[config.mk]
export PLATFORM = sky130hd
export DESIGN_NAME = vga_varredura_flat
export DESIGN_NICKNAME = d
export VERILOG_FILES = /design/src/rtl/vga_varredura_if.sv /design/src/rtl/vga_varredura.sv /design/src/flat_wrapper.sv
export SDC_FILE = /design/constraint.sdc
export NUM_CORES = 1
export LEC_CHECK = 0
export CAP_MARGIN = 20
export CORE_MARGIN = 2
export CORE_UTILIZATION = 30
export DETAILED_ROUTE_END_ITERATION = 16
export PLACE_DENSITY = 0.58
export SETUP_SLACK_MARGIN = 0.02
export SLEW_MARGIN = 10
export SYNTH_ARGS = -nofsm -noshare
export SYNTH_HDL_FRONTEND = slang
export SYNTH_SLANG_ARGS = --single-unit
[constraint.sdc]
create_clock -name clk -period 3.52 [get_ports clk]
set_input_delay 0.352 -clock clk [delete_from_list [all_inputs] [get_ports clk]]
set_output_delay 0.352 -clock clk [all_outputs]
set_load 0.005 [all_outputs]
[src/rtl/vga_varredura_if.sv]
// vga_varredura_if: frame-buffer read port and VGA pin bundle of the raster scanner
interface vga_varredura_if;
  logic [8:0]  pixel_in;
  logic [18:0] endereco;
  logic        hsync;
  logic        vsync;
  logic [2:0]  vga_r;
  logic [2:0]  vga_g;
  logic [2:0]  vga_b;
  logic        ativo;
  logic        vblank;
  logic        inicio_quadro;
  modport master (
    input  pixel_in,
    output endereco, hsync, vsync, vga_r, vga_g, vga_b, ativo, vblank, inicio_quadro
  );
  modport slave (
    output pixel_in,
    input  endereco, hsync, vsync, vga_r, vga_g, vga_b, ativo, vblank, inicio_quadro
  );
endinterface

[src/rtl/vga_varredura.sv]
// vga_varredura: 640x480@60 VGA raster scanner reading a 9-bit frame buffer; VGA_PADRAO_TESTE_EN swaps pixel_in for colour bars
module vga_varredura #(
  parameter int H_ATIVO = 640,
  parameter int H_FP    = 16,
  parameter int H_SYNC  = 96,
  parameter int H_BP    = 48,
  parameter int V_ATIVO = 480,
  parameter int V_FP    = 10,
  parameter int V_SYNC  = 2,
  parameter int V_BP    = 33,
  parameter int DIV     = 1
) (
  input  logic             clk,
  input  logic             rst_n,
  vga_varredura_if.master  bus
);
  localparam int H_TOT = H_ATIVO + H_FP + H_SYNC + H_BP;
  localparam int V_TOT = V_ATIVO + V_FP + V_SYNC + V_BP;
  localparam int HS_INI = H_ATIVO + H_FP;
  localparam int HS_FIM = HS_INI + H_SYNC;
  localparam int VS_INI = V_ATIVO + V_FP;
  localparam int VS_FIM = VS_INI + V_SYNC;
  localparam logic [18:0] END_MAX = 19'(H_ATIVO * V_ATIVO - 1);
  logic [3:0]  r_div;
  logic [9:0]  r_h;
  logic [9:0]  r_v;
  logic [18:0] r_end;
  logic        r_inicio;
  logic        r_hs1, r_vs1, r_at1;
  logic [8:0]  r_pix1;
  logic        r_hs2, r_vs2, r_at2;
  logic [8:0]  r_rgb2;
  logic        w_tick;
  logic        w_h_fim;
  logic        w_v_fim;
  logic        w_at0;
  logic        w_hs0;
  logic        w_vs0;
  logic [8:0]  w_pix0;
  assign w_tick  = r_div == 4'(DIV - 1);
  assign w_h_fim = r_h == 10'(H_TOT - 1);
  assign w_v_fim = r_v == 10'(V_TOT - 1);
  assign w_at0   = r_h < 10'(H_ATIVO) && r_v < 10'(V_ATIVO);
  assign w_hs0   = !(r_h >= 10'(HS_INI) && r_h < 10'(HS_FIM));
  assign w_vs0   = !(r_v >= 10'(VS_INI) && r_v < 10'(VS_FIM));
`ifdef VGA_PADRAO_TESTE_EN
  logic [2:0] w_barra;
  assign w_barra = 3'(r_h / 10'd80);
  assign w_pix0  = {{3{w_barra[2]}}, {3{w_barra[1]}}, {3{w_barra[0]}}};
`else
  assign w_pix0  = bus.pixel_in;
`endif
  // Pixel-tick divider, raster counters and the read address that tracks them
  always_ff @(posedge clk or negedge rst_n) begin
    if (!rst_n) begin
      r_div    <= '0;
      r_h      <= '0;
      r_v      <= '0;
      r_end    <= '0;
      r_inicio <= 1'b0;
    end else begin
      r_div    <= w_tick ? '0 : r_div + 4'd1;
      r_inicio <= w_tick && w_h_fim && w_v_fim;
      if (w_tick) begin
        r_h <= w_h_fim ? '0 : r_h + 10'd1;
        if (w_h_fim) r_v <= w_v_fim ? '0 : r_v + 10'd1;
        if ((w_h_fim && w_v_fim) || (w_at0 && r_end == END_MAX)) r_end <= '0;
        else if (w_at0) r_end <= r_end + 19'd1;
      end
    end
  end
  // Two-tick output pipeline: stage 1 captures the fetched pixel, stage 2 drives the pins
  always_ff @(posedge clk or negedge rst_n) begin
    if (!rst_n) begin
      r_hs1  <= 1'b1;
      r_vs1  <= 1'b1;
      r_at1  <= 1'b0;
      r_pix1 <= '0;
      r_hs2  <= 1'b1;
      r_vs2  <= 1'b1;
      r_at2  <= 1'b0;
      r_rgb2 <= '0;
    end else if (w_tick) begin
      r_hs1  <= w_hs0;
      r_vs1  <= w_vs0;
      r_at1  <= w_at0;
      r_pix1 <= w_pix0;
      r_hs2  <= r_hs1;
      r_vs2  <= r_vs1;
      r_at2  <= r_at1;
      r_rgb2 <= r_at1 ? r_pix1 : 9'd0;
    end
  end
  assign bus.endereco      = r_end;
  assign bus.hsync         = r_hs2;
  assign bus.vsync         = r_vs2;
  assign bus.ativo         = r_at2;
  assign {bus.vga_r, bus.vga_g, bus.vga_b} = r_rgb2;
  assign bus.vblank        = r_v >= 10'(V_ATIVO);
  assign bus.inicio_quadro = r_inicio;
endmodule

[src/flat_wrapper.sv]
// flat-port wrapper written by rule: the top's interface ports become plain ports
module vga_varredura_flat 
#(
  parameter int H_ATIVO = 640,
  parameter int H_FP    = 16,
  parameter int H_SYNC  = 96,
  parameter int H_BP    = 48,
  parameter int V_ATIVO = 480,
  parameter int V_FP    = 10,
  parameter int V_SYNC  = 2,
  parameter int V_BP    = 33,
  parameter int DIV     = 1
)
  (clk, rst_n, bus_pixel_in, bus_endereco, bus_hsync, bus_vsync, bus_vga_r, bus_vga_g, bus_vga_b, bus_ativo, bus_vblank, bus_inicio_quadro);
  vga_varredura_if bus_i ();
  input  logic clk;
  input  logic rst_n;
  input wire logic [$bits(bus_i.pixel_in)-1:0] bus_pixel_in;
  output wire logic [$bits(bus_i.endereco)-1:0] bus_endereco;
  output wire logic [$bits(bus_i.hsync)-1:0] bus_hsync;
  output wire logic [$bits(bus_i.vsync)-1:0] bus_vsync;
  output wire logic [$bits(bus_i.vga_r)-1:0] bus_vga_r;
  output wire logic [$bits(bus_i.vga_g)-1:0] bus_vga_g;
  output wire logic [$bits(bus_i.vga_b)-1:0] bus_vga_b;
  output wire logic [$bits(bus_i.ativo)-1:0] bus_ativo;
  output wire logic [$bits(bus_i.vblank)-1:0] bus_vblank;
  output wire logic [$bits(bus_i.inicio_quadro)-1:0] bus_inicio_quadro;
  assign bus_i.pixel_in = bus_pixel_in;
  assign bus_endereco = bus_i.endereco;
  assign bus_hsync = bus_i.hsync;
  assign bus_vsync = bus_i.vsync;
  assign bus_vga_r = bus_i.vga_r;
  assign bus_vga_g = bus_i.vga_g;
  assign bus_vga_b = bus_i.vga_b;
  assign bus_ativo = bus_i.ativo;
  assign bus_vblank = bus_i.vblank;
  assign bus_inicio_quadro = bus_i.inicio_quadro;
  vga_varredura #(.H_ATIVO(H_ATIVO), .H_FP(H_FP), .H_SYNC(H_SYNC), .H_BP(H_BP), .V_ATIVO(V_ATIVO), .V_FP(V_FP), .V_SYNC(V_SYNC), .V_BP(V_BP), .DIV(DIV)) u_core (.clk(clk), .rst_n(rst_n), .bus(bus_i));
endmodule
Word level (Yosys, flattened, before mapping). Cells that the tools add are included. W data, S select, Z words.

$add $sub $neg: 4. Order comparisons: 7. Equal/unequal tests: 3. Muxes and demuxes: 6. Reduce and logical (&&, ||, !) cells: 14.

Operator list (count): $mux W19 (2); $add A10 B1 Y10 const B (2); $eq A10 B10 Y1 const B (2); $ge A10 B9 Y1 const B (2); $lt A10 B10 Y1 const B (2); $lt A10 B9 Y1 const B (2); $mux W10 (2); $add A19 B1 Y19 const B (1); $eq A19 B19 Y1 const B (1); $ge A10 B10 Y1 const B (1); $mux W9 (1); $logic_and A1 B1 Y1 (7); $add A4 B1 Y4 const B (1); $logic_not A4 Y1 (1); $mux W4 (1); $reduce_and A2 Y1 (2); $logic_not A1 Y1 (2); $reduce_bool A2 Y1 (1); $logic_or A1 B1 Y1 (1).

Flip-flop bits (word level): 68. Input bits: 11. Output and inout port bits: 33. Logic and storage cells: 47.

Logic depth before layout (Yosys ltp). Gate-level depths: netlist of run 1.

Depth after elaboration: 6. Depth in mapped cells: 12. Depth with buffers taken out: 8.

Least setup slack after synthesis of run 1. No wires, ideal clock.

Path type: register to register. Start point: register u_core.r_div[0]. End point: register u_core.r_end[16], in the netlist u_core.bus.endereco[16]. Setup time: 131 ps. Data arrival time: 2533 ps. Data required time: 3389 ps. Path slack: 856 ps. Cell stages (with the launch flop): 12. Path buffers: 3. Period minus slack after synthesis: 2664 ps. Cell sequence: dfrtp_1 -> inv_1 -> ha_1 -> or3b_1 -> buf_2 -> or4_4 -> buf_6 -> o22a_1 -> buf_6 -> nor4b_4 -> xnor2_1 -> nor2_2.

Longest elaborated chain between the ends: 2.

Ends and longest elaborated chain: start, declared (RTL line vga_varredura.sv:24) `logic [3:0] r_div;`; start signal, assigned (RTL line vga_varredura.sv:62) `r_div <= w_tick ? '0 : r_div + 4'd1;`; $logic_not A4 Y1 (RTL line vga_varredura.sv:40) `assign w_tick = r_div == 4'(DIV - 1);`; $reduce_and A2 Y1 (no line); end signal, assigned (RTL line vga_varredura.sv:68) `else if (w_at0) r_end <= r_end + 19'd1;`; end, declared (RTL line vga_varredura.sv:27) `logic [18:0] r_end;`.

Every way passes these cells. A chain may end at the register's enable or synchronous reset.

Final worst setup path of run 1. Same ends and word-level chain as after synthesis.

==> flow_summary.toml, run 1 <==
[critical_path]
timing.critical_path.arrival_ns = 3.07
critical_path.n_buffers_inverters = 1
timing.rr.end = "u_core.bus.endereco[16]"
worstSetupPathType = "flop to flop"
worst-path-stages = 8
reg2regPathDepth = 8
crit_path_start = "u_core.r_div[0]"
critical-path-max-stage-delay_ns = 0.60
cp-endpoint = "u_core.bus.endereco[16]"
critical-path-top-delay-family = "simple AND/OR/NAND/NOR gates"
timing.critical_path.from_type = "flop"
crit_path_required_time_ns = 3.76
worstSetupEndpointType = "flop"
setup.reg_to_reg.worst_slack_ns = 0.69
rr_startpoint = "u_core.r_div[0]"
worstPathCellList = "inv_1 > ha_1 > or3b_1 > or4_4 > o22a_1 > nor4b_4 > xnor2_1 > nor2_2"
crit_path_max_fanout = 19
crit_path_top_delay_cell = "sky130_fd_sc_hd__or4_4"

[finish]
num-nets-final = 405
total_of_fill_cells_in_the_finished_design = 1037
layout.cells.most_common_list = "sky130_fd_sc_hd__nand2_1, sky130_fd_sc_hd__dfrtp_1, sky130_fd_sc_hd__clkdlybuf4s50_1, sky130_fd_sc_hd__nor2_1, sky130_fd_sc_hd__nand3_1"
multiInputGateArea_um2 = 1418
mostFrequentLayoutCell = "sky130_fd_sc_hd__nand2_1"
syn_to_layout_area_delta_pct = 24.72
seqCellArea_um2 = 1707
post_route_cells_drive_above_1_share_pct = 9.184
final_core_utilization_pct = 38.66
num_antenna_cells = 0

[die]
die_h_um = 107.5
initial_utilization_pct = 31.00
die_area_um2 = 11560
ios = 44
core_area_um2 = 10370
die_width_um = 107.5
placementRows = 37

[sta]
period_share_pct = 80.42
fin_hold_ws_ns = 0.2023
rsz_0062_raised_after_global_routing = "no"
report.final.hold_viol_count = 0
timing_worst_slew_pin_value_ns = 0.9465
setup-tns-final_ns = 0
slew_headroom_pct = 36.90
finalSetupViolCount = 0
max_freq_mhz = 353.3
final.setup_skew_ns = 0.01187
finalCriticalPeriod_ns = 2.831
drv_slew = 0

[synth]
yosys_register_bits = 68
syn_area_cell_um2 = 9.454
synthAdderAreaFrac_pct = 2.725
synth_compound_gate_area_share_pct = 4.204
yosys.area_share.xor_xnor_pct = 7.357
largest_family_of_logic_cells_by_synthesized_area = "simple AND/OR/NAND/NOR gates"
synth_edf_count = 0
yosys-mux-area-fraction_pct = 0
asyncSetResetFlopFracSynth_pct = 100.0
post_synth_inst_count = 340
synth.largest_area_cell = "sky130_fd_sc_hd__dfrtp_1"
synthSimpleGateAreaFrac_pct = 29.66
synth_nets = 358
synth.area.top_cells = "sky130_fd_sc_hd__dfrtp_1, sky130_fd_sc_hd__nand2_1, sky130_fd_sc_hd__xnor2_1"
ys_types = 41
synth.yosys.warnings = 0
netlist_area_um2 = 3214
dominantRegCellSynth = "sky130_fd_sc_hd__dfrtp_1"
yosys.area.top_type_share_pct = 49.82
synth_seq_area_share_pct = 53.09

[global_routing]
grt_util_all_layers_pct = 13.19
first_global_vias = 2505
wire_length_of_the_first_global_routing_pass_um = 12030
grt_overflow = 0
grt_antenna_before_repair = 0
maximum_number_of_pins_on_one_net_before_global_route_repair = 69

[clocking]
bufs_on_longest_clock_path = 2
post_cts_buffers = 0
tritoncts_num_sinks = 68
numCtsBuffers = 9
clock_tree_from_tritoncts = "yes"
ctsResizeCount = 0
clockRootBuffer = "sky130_fd_sc_hd__clkbuf_8"
cts_hold_repair.buffers = 0
worstSkewPairLatency_ns = 0.34
clk_transition_reported_paths_ns = 0.08
cts.htree.levels = 3

[routing]
total_via_count_in_the_routed_design = 2508
detail_route.wirelength_um = 6856
drt_first_pass_iters = 5
postRouteAntennaNets = 0
drt_drc_violations_left = 0
drt_first_iter_violations = 89
wirelength_per_cell_um = 12.98
drt-vias-per-instance = 4.750

[pwr]
powerDensity_nw_per_um2 = 390.7
total_leakage_power_nw = 1.731
power.ir.vdd_worst_mv = 0.1432
fin_total_pwr_mw = 1.566

[outcome]
outcome = "completed"

[run]
maxCapViolCount = 0

[place]
place.detailed.hpwl_um = 4500
gp_routability_congestion = 0.8048
port-buffer-count = 43

[min_path]
worst_hold_path_type = "input port to async pin"
-- worst reg2reg max path: stages, from the launching register on --
cell	delay, ns
sky130_fd_sc_hd__dfrtp_1	0.42
sky130_fd_sc_hd__inv_1	0.07
sky130_fd_sc_hd__ha_1	0.16
sky130_fd_sc_hd__or3b_1	0.37
sky130_fd_sc_hd__or4_4	0.60
sky130_fd_sc_hd__o22a_1	0.51
sky130_fd_sc_hd__nor4b_4	0.39
sky130_fd_sc_hd__xnor2_1	0.17
sky130_fd_sc_hd__nor2_2	0.04
-- cell type report --
class	instances	share of cell area [%]
flip-flops and latches	68	42.57
inverters	7	0.6554
clock buffers	10	3.433
multi-input cells	253	35.36
repair buffers	48	11.55
well taps	136	4.245
clock inverters	6	2.185
-- synth_stat cells (2+ instances only) --
| library cell | count |
|---|---|
| sky130_fd_sc_hd__nand3_1 | 27 |
| sky130_fd_sc_hd__xnor2_1 | 19 |
| sky130_fd_sc_hd__a21o_1 | 2 |
| sky130_fd_sc_hd__and4_1 | 2 |
| sky130_fd_sc_hd__nor4_1 | 2 |
| sky130_fd_sc_hd__nor3b_1 | 3 |
| sky130_fd_sc_hd__xor2_1 | 8 |
| sky130_fd_sc_hd__nor2_1 | 27 |
| sky130_fd_sc_hd__dfrtp_1 | 64 |
| sky130_fd_sc_hd__nor2_2 | 2 |
| sky130_fd_sc_hd__a21oi_1 | 5 |
| sky130_fd_sc_hd__o21ai_0 | 10 |
| sky130_fd_sc_hd__inv_1 | 7 |
| sky130_fd_sc_hd__nand4_1 | 5 |
| sky130_fd_sc_hd__dfstp_2 | 4 |
| sky130_fd_sc_hd__nor3_1 | 16 |
| sky130_fd_sc_hd__and3_1 | 7 |
| sky130_fd_sc_hd__a31oi_1 | 2 |
| sky130_fd_sc_hd__nand2_1 | 89 |
| sky130_fd_sc_hd__buf_6 | 3 |
| sky130_fd_sc_hd__clkbuf_1 | 8 |
| sky130_fd_sc_hd__or3_1 | 3 |
| sky130_fd_sc_hd__ha_1 | 7 |
-- report_power, final --
group          switching [mW]  internal [mW]  total, mW  leakage [nW]
clock network           0.306          0.417      0.723         0.105
registers             0.00522          0.791      0.797         0.855
logic                  0.0236         0.0229     0.0464         0.771
-- sequential cells by signal (all words and copies together), names as in the netlist --
signal	cells
u_core.bus.endereco	19
u_core.r_h	10
u_core.r_v	10
u_core.r_pix1	9
u_core.r_rgb2	9
u_core.r_div	4
u_core.bus.ativo	1
u_core.bus.hsync	1
u_core.bus.inicio_quadro	1
u_core.bus.vsync	1
u_core.r_at1	1
u_core.r_hs1	1
u_core.r_vs1	1
-- layer usage --
metal / vias to the layer above / share of wire [%] / global-route usage, %
met5: - / 0 / 0
met1: 1213 / 49 / 17.81
met2: 48 / 45 / 19.95
met3: 7 / 4.5 / 3.269
li1: 1240 / - / -
met4: 0 / 1.3 / 5.952
-- kinds of logic (layout without fill, tap and decap cells) --
group                    Yosys count  in the layout
XOR/XNOR                          27             27
AND/OR/NAND/NOR                  196            196
flip-flops                        68             68
buffers and inverters             19             71
adder cells (fa/ha/maj)            7              7
AO/OA/AOI/OAI                     23             23
-- through the flow --
stage                     instance area [um^2]  setup slack [ns]  instances
after floorplan                           3214            0.8561        340
after global placement                    3784            0.7729        512
after detailed placement                  3784            0.7303        512
after CTS                                 4009            0.7025        528
after global routing                      4009            0.5203        528
final                                     4009            0.6892        528
-- worst min path at each step --
stage / depth (start not counted) / slack (ns) / endpoint / from
after floorplan: 0 / 0.06 / u_core.bus.ativo / rst_n
after global placement: 2 / 0.44 / u_core.bus.vsync / u_core.r_vs1
after detailed placement: 2 / 0.45 / u_core.bus.vsync / u_core.bus.vsync
after CTS: 2 / 0.24 / u_core.bus.ativo / rst_n
after global routing: 2 / 0.29 / u_core.bus.endereco[14] / rst_n
final: 2 / 0.20 / u_core.r_h[2] / rst_n
No activity file was read; power rests on OpenSTA's default activity.
==> run 2, diff against run 1 <==
PLACE_DENSITY = 0.6   (was 0.58)
clock period = 2.56 ns   (was 3.52 ns; I/O delays follow)
==> run 2 against run 1 <==
Against the previous run: utilization rose by 1.1 points; non-clock buffer count increased by 11; wire length rose by 4.1%; clock skew shrank 0.0018 ns; critical path depth is 2 higher; register-to-register slack worse by 0.50 ns; final cell count is 2.1% higher; critical path type unchanged; largest cell class unchanged.
==> flow_summary.toml, run 2 (synthesized netlist as in run 1, its figures left out) <==
[place]
port-buffer-count = 43
post-place-ws_ns = 0.02502
gp_routability_congestion = 0.8090
post-place-cells = 522
place.detailed.hpwl_um = 4816

[critical_path]
timing.critical_path.arrival_ns = 2.59
worstPathCellList = "inv_1 > ha_2 > or3b_1 > or4_4 > buf_4 > nor4_2 > buf_4 > nand2_1 > nand3b_1 > o21ai_0"
critical-path-max-stage-delay_ns = 0.45
crit_path_top_delay_cell = "sky130_fd_sc_hd__or4_4"
crit_path_max_fanout = 7
crit_path_required_time_ns = 2.79
worstSetupPathType = "flop to flop"
cp-endpoint = "u_core.r_v[9]"
rr_startpoint = "u_core.r_div[0]"
cell_repeated_most_along_the_worst_path = "sky130_fd_sc_hd__buf_4"
reg2regPathDepth = 10
timing.critical_path.from_type = "flop"
worstSetupEndpointType = "flop"
crit_path_start = "u_core.r_div[0]"
timing.rr.end = "u_core.r_v[9]"
setup.reg_to_reg.worst_slack_ns = 0.19

[clocking]
clockRootBuffer = "sky130_fd_sc_hd__clkbuf_8"
cts.htree.levels = 3
worstSkewPairLatency_ns = 0.35
clock_tree_from_tritoncts = "yes"
numCtsBuffers = 9
tritoncts_num_sinks = 68
bufs_on_longest_clock_path = 2
clk_transition_reported_paths_ns = 0.08
post_cts_buffers = 0

[die]
ios = 44
die_area_um2 = 11560
placementRows = 37
die_width_um = 107.5
core_area_um2 = 10370
die_h_um = 107.5
initial_utilization_pct = 31.00

[finish]
num-nets-final = 416
mostFrequentLayoutCell = "sky130_fd_sc_hd__nand2_1"
layout.cells.most_common_list = "sky130_fd_sc_hd__nand2_1, sky130_fd_sc_hd__dfrtp_1, sky130_fd_sc_hd__clkdlybuf4s50_1, sky130_fd_sc_hd__nand3_1, sky130_fd_sc_hd__nor2_1"
largest_register_ffs = 19
total_of_fill_cells_in_the_finished_design = 1048
num_antenna_cells = 0
syn_to_layout_area_delta_pct = 28.34
post_route_cells_drive_above_1_share_pct = 12.41
final_cell_count_no_fill = 539

[global_routing]
grt_antenna_before_repair = 0
grt_overflow = 0
maximum_number_of_pins_on_one_net_before_global_route_repair = 35
first_global_vias = 2610
wire_length_of_the_first_global_routing_pass_um = 12140
grt_util_all_layers_pct = 13.22

[routing]
postRouteAntennaNets = 0
detail_route.wirelength_um = 7138
wirelength_per_cell_um = 13.24
total_via_count_in_the_routed_design = 2577
drt_first_pass_iters = 4
drt_drc_violations_left = 0
drt-vias-per-instance = 4.781
drt_first_iter_violations = 155

[run]
maxCapViolCount = 0

[pwr]
fin_total_pwr_mw = 2.146
power.ir.vdd_worst_mv = 0.3423
total_leakage_power_nw = 1.785
powerDensity_nw_per_um2 = 520.2

[sta]
max_freq_mhz = 422.3
slew_headroom_pct = 59.95
drv_slew = 0
finalWorstSetupSlack_ns = 0.1922
setup-tns-final_ns = 0
finalSetupViolCount = 0
period_share_pct = 92.49
finalCriticalPeriod_ns = 2.368
final.setup_skew_ns = 0.01010
report.final.hold_viol_count = 0
timing_worst_slew_pin_value_ns = 0.6007
rsz_0062_raised_after_global_routing = "no"

[min_path]
hold-path-cell-count = 3
worst_hold_path_type = "input port to flop"

[outcome]
outcome = "completed"
==> run 2: changes by cell type in the layout (fill, tap and decap cells not counted), sizes merged <==
cell         change
buf             +10
clkinvlp         -1
dlygate4sd3      +1
clkinv           +1
==> run 2: area by class of cell <==
cell class                      instances  area (um^2)  share of cell area, %
Timing Repair Buffer                   59        548.0                  13.28
Multi-Input combinational cell        253         1458                  35.34
Clock buffer                           10        127.6                  3.094
Clock inverter                          6        88.84                  2.153
Inverter                                7        26.28                 0.6369
Tap cell                              136        170.2                  4.125
Sequential cell                        68         1707                  41.37
==> run 2: metrics by stage <==
step	hold WS [ns]	utilization (%)	area, um^2
6_report	0.4319	39.78	4125
5_1_grt	0.4125	39.78	4125
4_1_cts	0.4227	39.50	4096
3_5_place_dp	0.3083	37.31	3869
3_3_place_gp	0.3010	37.31	3869
2_1_floorplan	-0.03959	-	3231
==> run 2: worst min path at each step <==
stage / start / endpoint
final: bus_pixel_in[4] / u_core.r_pix1[4]
after global routing: bus_pixel_in[4] / u_core.r_pix1[4]
after CTS: bus_pixel_in[4] / u_core.r_pix1[4]
after detailed placement: rst_n / u_core.r_rgb2[8]
after global placement: rst_n / u_core.r_pix1[8]
after floorplan: rst_n / u_core.bus.ativo
==> run 2: power breakdown <==
group	internal, mW	switching [mW]
logic	0.0334	0.0335
clock network	0.548	0.435
registers	1.09	0.00722
==> run 2: worst max-delay path: cells and delay by family, from the launching register on <==
family                     cells  cell delay (ns)
buffers and inverters          3             0.42
adders and majority gates      1             0.17
and+or+nand+nor                5             1.17
AOI/OAI and AO/OA              1             0.08
DFF                            1             0.41
==> run 2: metal layers <==
metal  global-route usage [%]  part of all wire (%)  vias to the layer above
met5                        0                     0                        -
met4                    4.212                   1.1                        0
met3                    3.874                   4.3                       10
met2                    21.07                    48                       54
met1                    17.27                    47                     1255
li1                         -                     -                     1258
==> run 2: timing repair <==
action                                  in CTS  in global routing
gates cloned                                 0                  0
endpoints found under the setup margin       1                 12
hold buffers                                 1                  0
pin swaps                                    0                  0
resized for setup                            1                  4
endpoints found under the hold margin       22                  0
